$ cat src/rtl/booth4.sv
// booth4: radix-4 Booth multiplier with a registered 2N-bit product.
// Define BOOTH4_SIGNED_EN for two's complement operands; unsigned otherwise.
module booth4 #(
    parameter int N = 4
) (
    output logic [2*N-1:0] Z,
    input  logic [N-1:0]   A,
    input  logic [N-1:0]   B,
    input  logic           Clk,
    input  logic           Rst_n
);
`ifdef BOOTH4_SIGNED_EN
    localparam int ND = N/2;
    logic [2*ND:0]   bx;
    logic [2*N-1:0]  ax;
    assign bx = {B, 1'b0};
    assign ax = {{N{A[N-1]}}, A};
`else
    localparam int ND = N/2 + 1;
    logic [2*ND:0]   bx;
    logic [2*N-1:0]  ax;
    assign bx = {2'b00, B, 1'b0};
    assign ax = {{N{1'b0}}, A};
`endif
    logic [2*N-1:0] pp [ND];
    logic [2*N-1:0] sum;
    for (genvar i = 0; i < ND; i++) begin : g_pp
        logic [2:0]     t;
        logic           one, two, neg;
        logic [2*N-1:0] mag;
        assign t   = bx[2*i+2:2*i];
        assign one = t[1] ^ t[0];
        assign two = (t == 3'b100) | (t == 3'b011);
        assign neg = t[2];
        assign mag = one ? ax : two ? ax << 1 : '0;
        // negate as invert plus carry-in; digit -0 (111) still yields zero
        assign pp[i] = ((neg ? ~mag : mag) + {{(2*N-1){1'b0}}, neg}) << (2*i);
    end
    always_comb begin
        sum = '0;
        for (int k = 0; k < ND; k++) sum = sum + pp[k];
    end
    always_ff @(posedge Clk or negedge Rst_n)
        if (!Rst_n) Z <= '0;
        else Z <= sum;
endmodule

$ cat config.mk
export PLATFORM = sky130hd
export DESIGN_NAME = booth4
export DESIGN_NICKNAME = d
export VERILOG_FILES = /design/src/rtl/booth4.sv
export SDC_FILE = /design/constraint.sdc
export NUM_CORES = 1
export LEC_CHECK = 0
export ABC_AREA = 1
export CELL_PAD_IN_SITES_DETAIL_PLACEMENT = 0
export CELL_PAD_IN_SITES_GLOBAL_PLACEMENT = 1
export CORE_MARGIN = 4
export CORE_UTILIZATION = 38
export CTS_CLUSTER_DIAMETER = 30
export CTS_CLUSTER_SIZE = 40
export DETAILED_ROUTE_END_ITERATION = 8
export PLACE_DENSITY_LB_ADDON = 0.1
export SLEW_MARGIN = 10
export SYNTH_ARGS = -nofsm -noshare
export SYNTH_HDL_FRONTEND = slang
export SYNTH_SLANG_ARGS = --single-unit
$ cat constraint.sdc
create_clock -name Clk -period 0.8 [get_ports Clk]
set_input_delay 0.16 -clock Clk [delete_from_list [all_inputs] [get_ports Clk]]
set_output_delay 0.16 -clock Clk [all_outputs]
set_load 0.1 [all_outputs]
**Word level (Yosys, flattened, before mapping)**

Index checks and enable logic that the tools add are counted.

- $add $sub $neg: 4
- Multipliers: 0
- Div/mod/pow operators: 0
- Order comparisons: 0
- Equal/unequal tests: 3
- Shift operators: 0
- Multiplexer cells: 7
- Bitwise operators: 4
- Reduce and logical (&&, ||, !) cells: 0

Operator list:

| cell | number |
|---|---|
| $mux 5 | 4 |
| $add 8x8->8 | 2 |
| $add 8x1->8 | 1 |
| $mux 8 | 1 |
| $not 5->8 | 1 |
| $add 6x1->6 | 1 |
| $mux 6 | 1 |
| $not 5->6 | 1 |
| $mux 4 | 1 |
| $eq 3x2->1 const B | 1 |
| $eq 3x3->1 const B | 1 |
| $eq 2x2->1 const B | 1 |
| $or 1x1->1 | 1 |
| $xor 1x1->1 | 1 |

- Register bits: 8
- Latch bits: 0
- RAM bits: 0
- Memory bits (read-only): 0
- Output and inout port bits: 8
- Logic and storage cells: 19
- Memories kept: 0

**Logic depth before layout (Yosys ltp)**

- Depth in word-level cells: 9
- Mapped depth: 22
- Mapped depth without buffers: 21

**Least setup slack after synthesis**

Ideal clock, no wire load.

- Kind: input -> register
- From: input port B[1]
- To: register Z[7]
- Library setup time: 117 ps
- Arrival time: 3062 ps
- Path slack: -2378 ps
- Cell stages on the path: 20
- Path through: buf_2 inv_1 ha_1 nor2_1 nand2_1 nand2_1 nand2_1 and2_1 ha_1 xor2_1 inv_1 fa_1 ha_1 a21o_1 nand2_1 nand3_1 xor2_1 inv_1 nand3_1 nand2_1

- Cells in the longest elaborated chain, start to end: 9
- Elaborated cells between the ends (all ways): 17
- Those cells by class: add/sub (4); eq/ne (3); mux (6); bitwise (4)

Ends and longest elaborated chain:

| item | RTL line | text |
|---|---|---|
| from (decl) | 8 | `input logic [N-1:0] B,` |
| $eq 3x3->1 / $eq 3x2->1 (equally long branches) | 33 | `assign two = (t == 3'b100) \| (t == 3'b011);` |
| $or 1x1->1 | 33 |  |
| $mux 5 (2 in series) | 35 | `assign mag = one ? ax : two ? ax << 1 : '0;` |
| $not 5->6 | 37 | `assign pp[i] = ((neg ? ~mag : mag) + {{(2*N-1){1'b0}}, neg}) << (2*i);` |
| $mux 6 | 37 |  |
| $add 6x1->6 | 37 |  |
| $add 8x8->8 * (2 in series) | 41 | `for (int k = 0; k < ND; k++) sum = sum + pp[k];` |
| via sum[7] | 26 | `logic [2*N-1:0] sum;` |
| to (signal assigned) | 45 | `else Z <= sum;` |
| to (decl) | 6 | `output logic [2*N-1:0] Z,` |

Mark *: on every way through the listed nets, which the timed path passes. The rest lies on a longest branch.

**Final worst setup path**

Ends and elaborated chain as after synthesis.

==> flow_summary_export.csv <==
group,metric,value,unit
outcome,status,"finished with violations",
outcome,violations,"setup timing",
critical_path,slowest_stage,"fa_1",
final_layout,layout.nets,198,
final_layout,largest_register,"Z",
cts,cts_root_buffer,"clkbuf_4",
logic_synthesis,syn_area_per_cell,8.282,sq um
drt,wl_per_cell,12.50,um
logic_synthesis,post-synth-top-area-fraction,21.39,%
drt,first_pass_iters,4,
final_layout,layout-drive-gt1-share,55.88,%
cts,clk_pin_slew_worst_paths,50,ps
cts,cts_buffers,3,
logic_synthesis,synth.largest_area_cell,"dfrtp_1",
logic_synthesis,synth_cell_types,26,
grt,grt_pass1_vias,1002,
cts,clkSinkCount,8,
logic_synthesis,ys_async_sr_fraction,100.0,%
power,cellLeakagePower,0.8484,nW
final_layout,antenna_cells,0,
logic_synthesis,synth_area_leaders,"dfrtp_1, ha_1, nand2_1, xor2_1, fa_1",
floorplan,dieArea,3321,sq um
sta,max_freq,374.8,MHz
hold_path,hold_path_class,"input pin to async pin",
critical_path,worst_ep_required_time,950,ps
critical_path,critPathBufInv,4,
logic_synthesis,yosysWarningCount,0,
logic_synthesis,yosysSeqAreaShare,21.39,%
run,drv_cap,0,
logic_synthesis,synthCells,113,
drt,via_per_inst,4.732,
final_layout,top_regs,"Z (8)",
final_layout,syn_to_final_growth,86.50,%
sta,postLayoutSetupSlackWorst,-1868,ps
floorplan,coreArea,2276,sq um
drt,routed_wirelength,2.475,mm
cts,cts_tree,"built",
sta,rsz0062_at_grt,"true",
cts,cts_max_level,1,
power,power,4.667,mW
critical_path,critPathTopFamily,"adder cells",
final_layout,largest_register_ffs,8,
floorplan,start_util,41.12,%
floorplan,rows,17,
drt,drt_iter0_drc,17,
placement,placed_cell_area,1577,sq um
power,peakVddDrop,3800,uV
critical_path,cp-end-kind,"flop",
sta,slew_headroom,80.19,%
grt,grt_max_degree,11,
floorplan,io-pin-count,18,
critical_path,max_stage_delay,480,ps
logic_synthesis,syn_area,935.9,sq um
final_layout,layout_common_cells,"buf_4, nand2_1, buf_6",
logic_synthesis,synth_enable_flop_cells,0,
power,power.density,2674,nW/um^2
drt,vias,937,
sta,maxSlewViolCount,0,
cts,cts_hold_buf,0,
floorplan,die_w,57.63,um
final_layout,final_area,1745,sq um
grt,grt_antenna_before_repair,0,
sta,tightest_slew,294.0,ps
drt,drcViolationCount,0,
logic_synthesis,syn_nets,139,
grt,grt_usage,17.81,%
floorplan,die_h,57.63,um
final_layout,final_common_cell,"buf_4",
final_layout,nFillCells,150,
critical_path,crit_type,"input pin to flop",
critical_path,worstSetupStartpoint,"B[1]",
critical_path,arrival,2820,ps
placement,post-dp-hpwl,2.006,mm
critical_path,start_kind,"input pin",
sta,setup-violations-final,15,
placement,place_congestion,0.8027,
drt,ant_nets,0,
sta,fin_worst_hold_slack,212.6,ps
logic_synthesis,synth_ff_type,"dfrtp_1",
sta,finalCriticalPeriod,2668,ps
sta,hold_viol,0,
critical_path,cp_max_fo,5,
critical_path,cp_cell_sequence,"buf_8 > inv_8 > ha_4 > nor2_4 > nand2_2 > nand2_1 > nand2_1 > and2_4 > ha_4 > nand3b_1 > xor2_1 > fa_1 > ha_4 > nand2_2 > inv_2 > nand4_1 > nand3_1 > xor2_1 > inv_1 > nand3_1 > nand2_1",
grt,grt-ovfl-total,0,
placement,port_buffers,17,
sta,finalCritPeriodShare,333.5,%
logic_synthesis,synth-seq-cells,8,
cts,clockBufferDepth,2,
grt,grt_pass1_wl,4.581,mm
==> per-stage QoR <==
step | setup TNS [ps] | utilization (%) | instances | worst slack [ps]
after detailed placement | -14820 | 69.27 | 188 | -2733
after floorplan | -8994 | - | 113 | -2015
after global routing | -11720 | 76.69 | 198 | -2011
final | -10870 | 76.69 | 198 | -1868
after global placement | -14380 | 69.27 | 188 | -2636
after CTS | -10760 | 76.91 | 198 | -1861
==> final cells by class <==
cell class	instances	area, sq um	share of cell area (%)
Timing Repair Buffer	56	595.6	34.12
Inverter	15	68.82	3.943
Multi-Input combinational cell	88	793.3	45.45
Clock buffer	3	22.52	1.290
Sequential cell	8	230.2	13.19
Tap cell	28	35.03	2.007
==> timing repair <==
item | in CTS | in global routing
pin swaps | 18 | 0
resized for setup | 54 | 1
hold endpoints to repair | 0 | 0
setup endpoints to repair | 16 | 15
setup buffers | 8 | 0
==> final timing paths <==
path / to / slack [ps] / depth (start not counted)
worst max-delay path: Z[7]$_DFF_PN0_ / -1870 / 21
worst min-delay path: Z[1]$_DFF_PN0_ / 210 / 2
max in group asynchronous: Z[4]$_DFF_PN0_ / 470 / 2
min in group Clk: Z[0]$_DFF_PN0_ / 300 / 3
==> cell usage after synthesis, types with 2 or more instances <==
master / number
nand2_1: 27
nand3_2: 3
nand2_4: 2
o211ai_1: 2
xnor2_1: 4
nor2_1: 2
dfrtp_1: 8
a21oi_1: 3
ha_1: 13
inv_1: 15
fa_1: 3
xor2_1: 9
nand3_1: 6
nand2_2: 2
o21ai_0: 3
==> where the power goes <==
| group | leakage (nW) | switching, mW | internal, mW |
|---|---|---|---|
| clock network | 0.0138 | 0.142 | 0.172 |
| logic | 0.748 | 1.99 | 1.56 |
| registers | 0.0863 | 0.133 | 0.669 |
| total | 0.848 | 2.27 | 2.40 |
==> cells by family after synthesis <==
group,count (synthesis),share of synthesized area [%]
adders and majority gates,16,23.80
AOI/OAI and AO/OA,12,8.021
buffers and inverters,17,7.753
xor gates and xnor gates,14,13.90
DFF,8,21.39
and+or+nand+nor,46,25.14
==> layer usage <==
layer	routed length, um	global-route usage [%]
met2	1277	29.52
met3	101	4.677
met4	38	6.623
met5	0	0
met1	1057	22.10
Power figures use the tool's default switching activity.
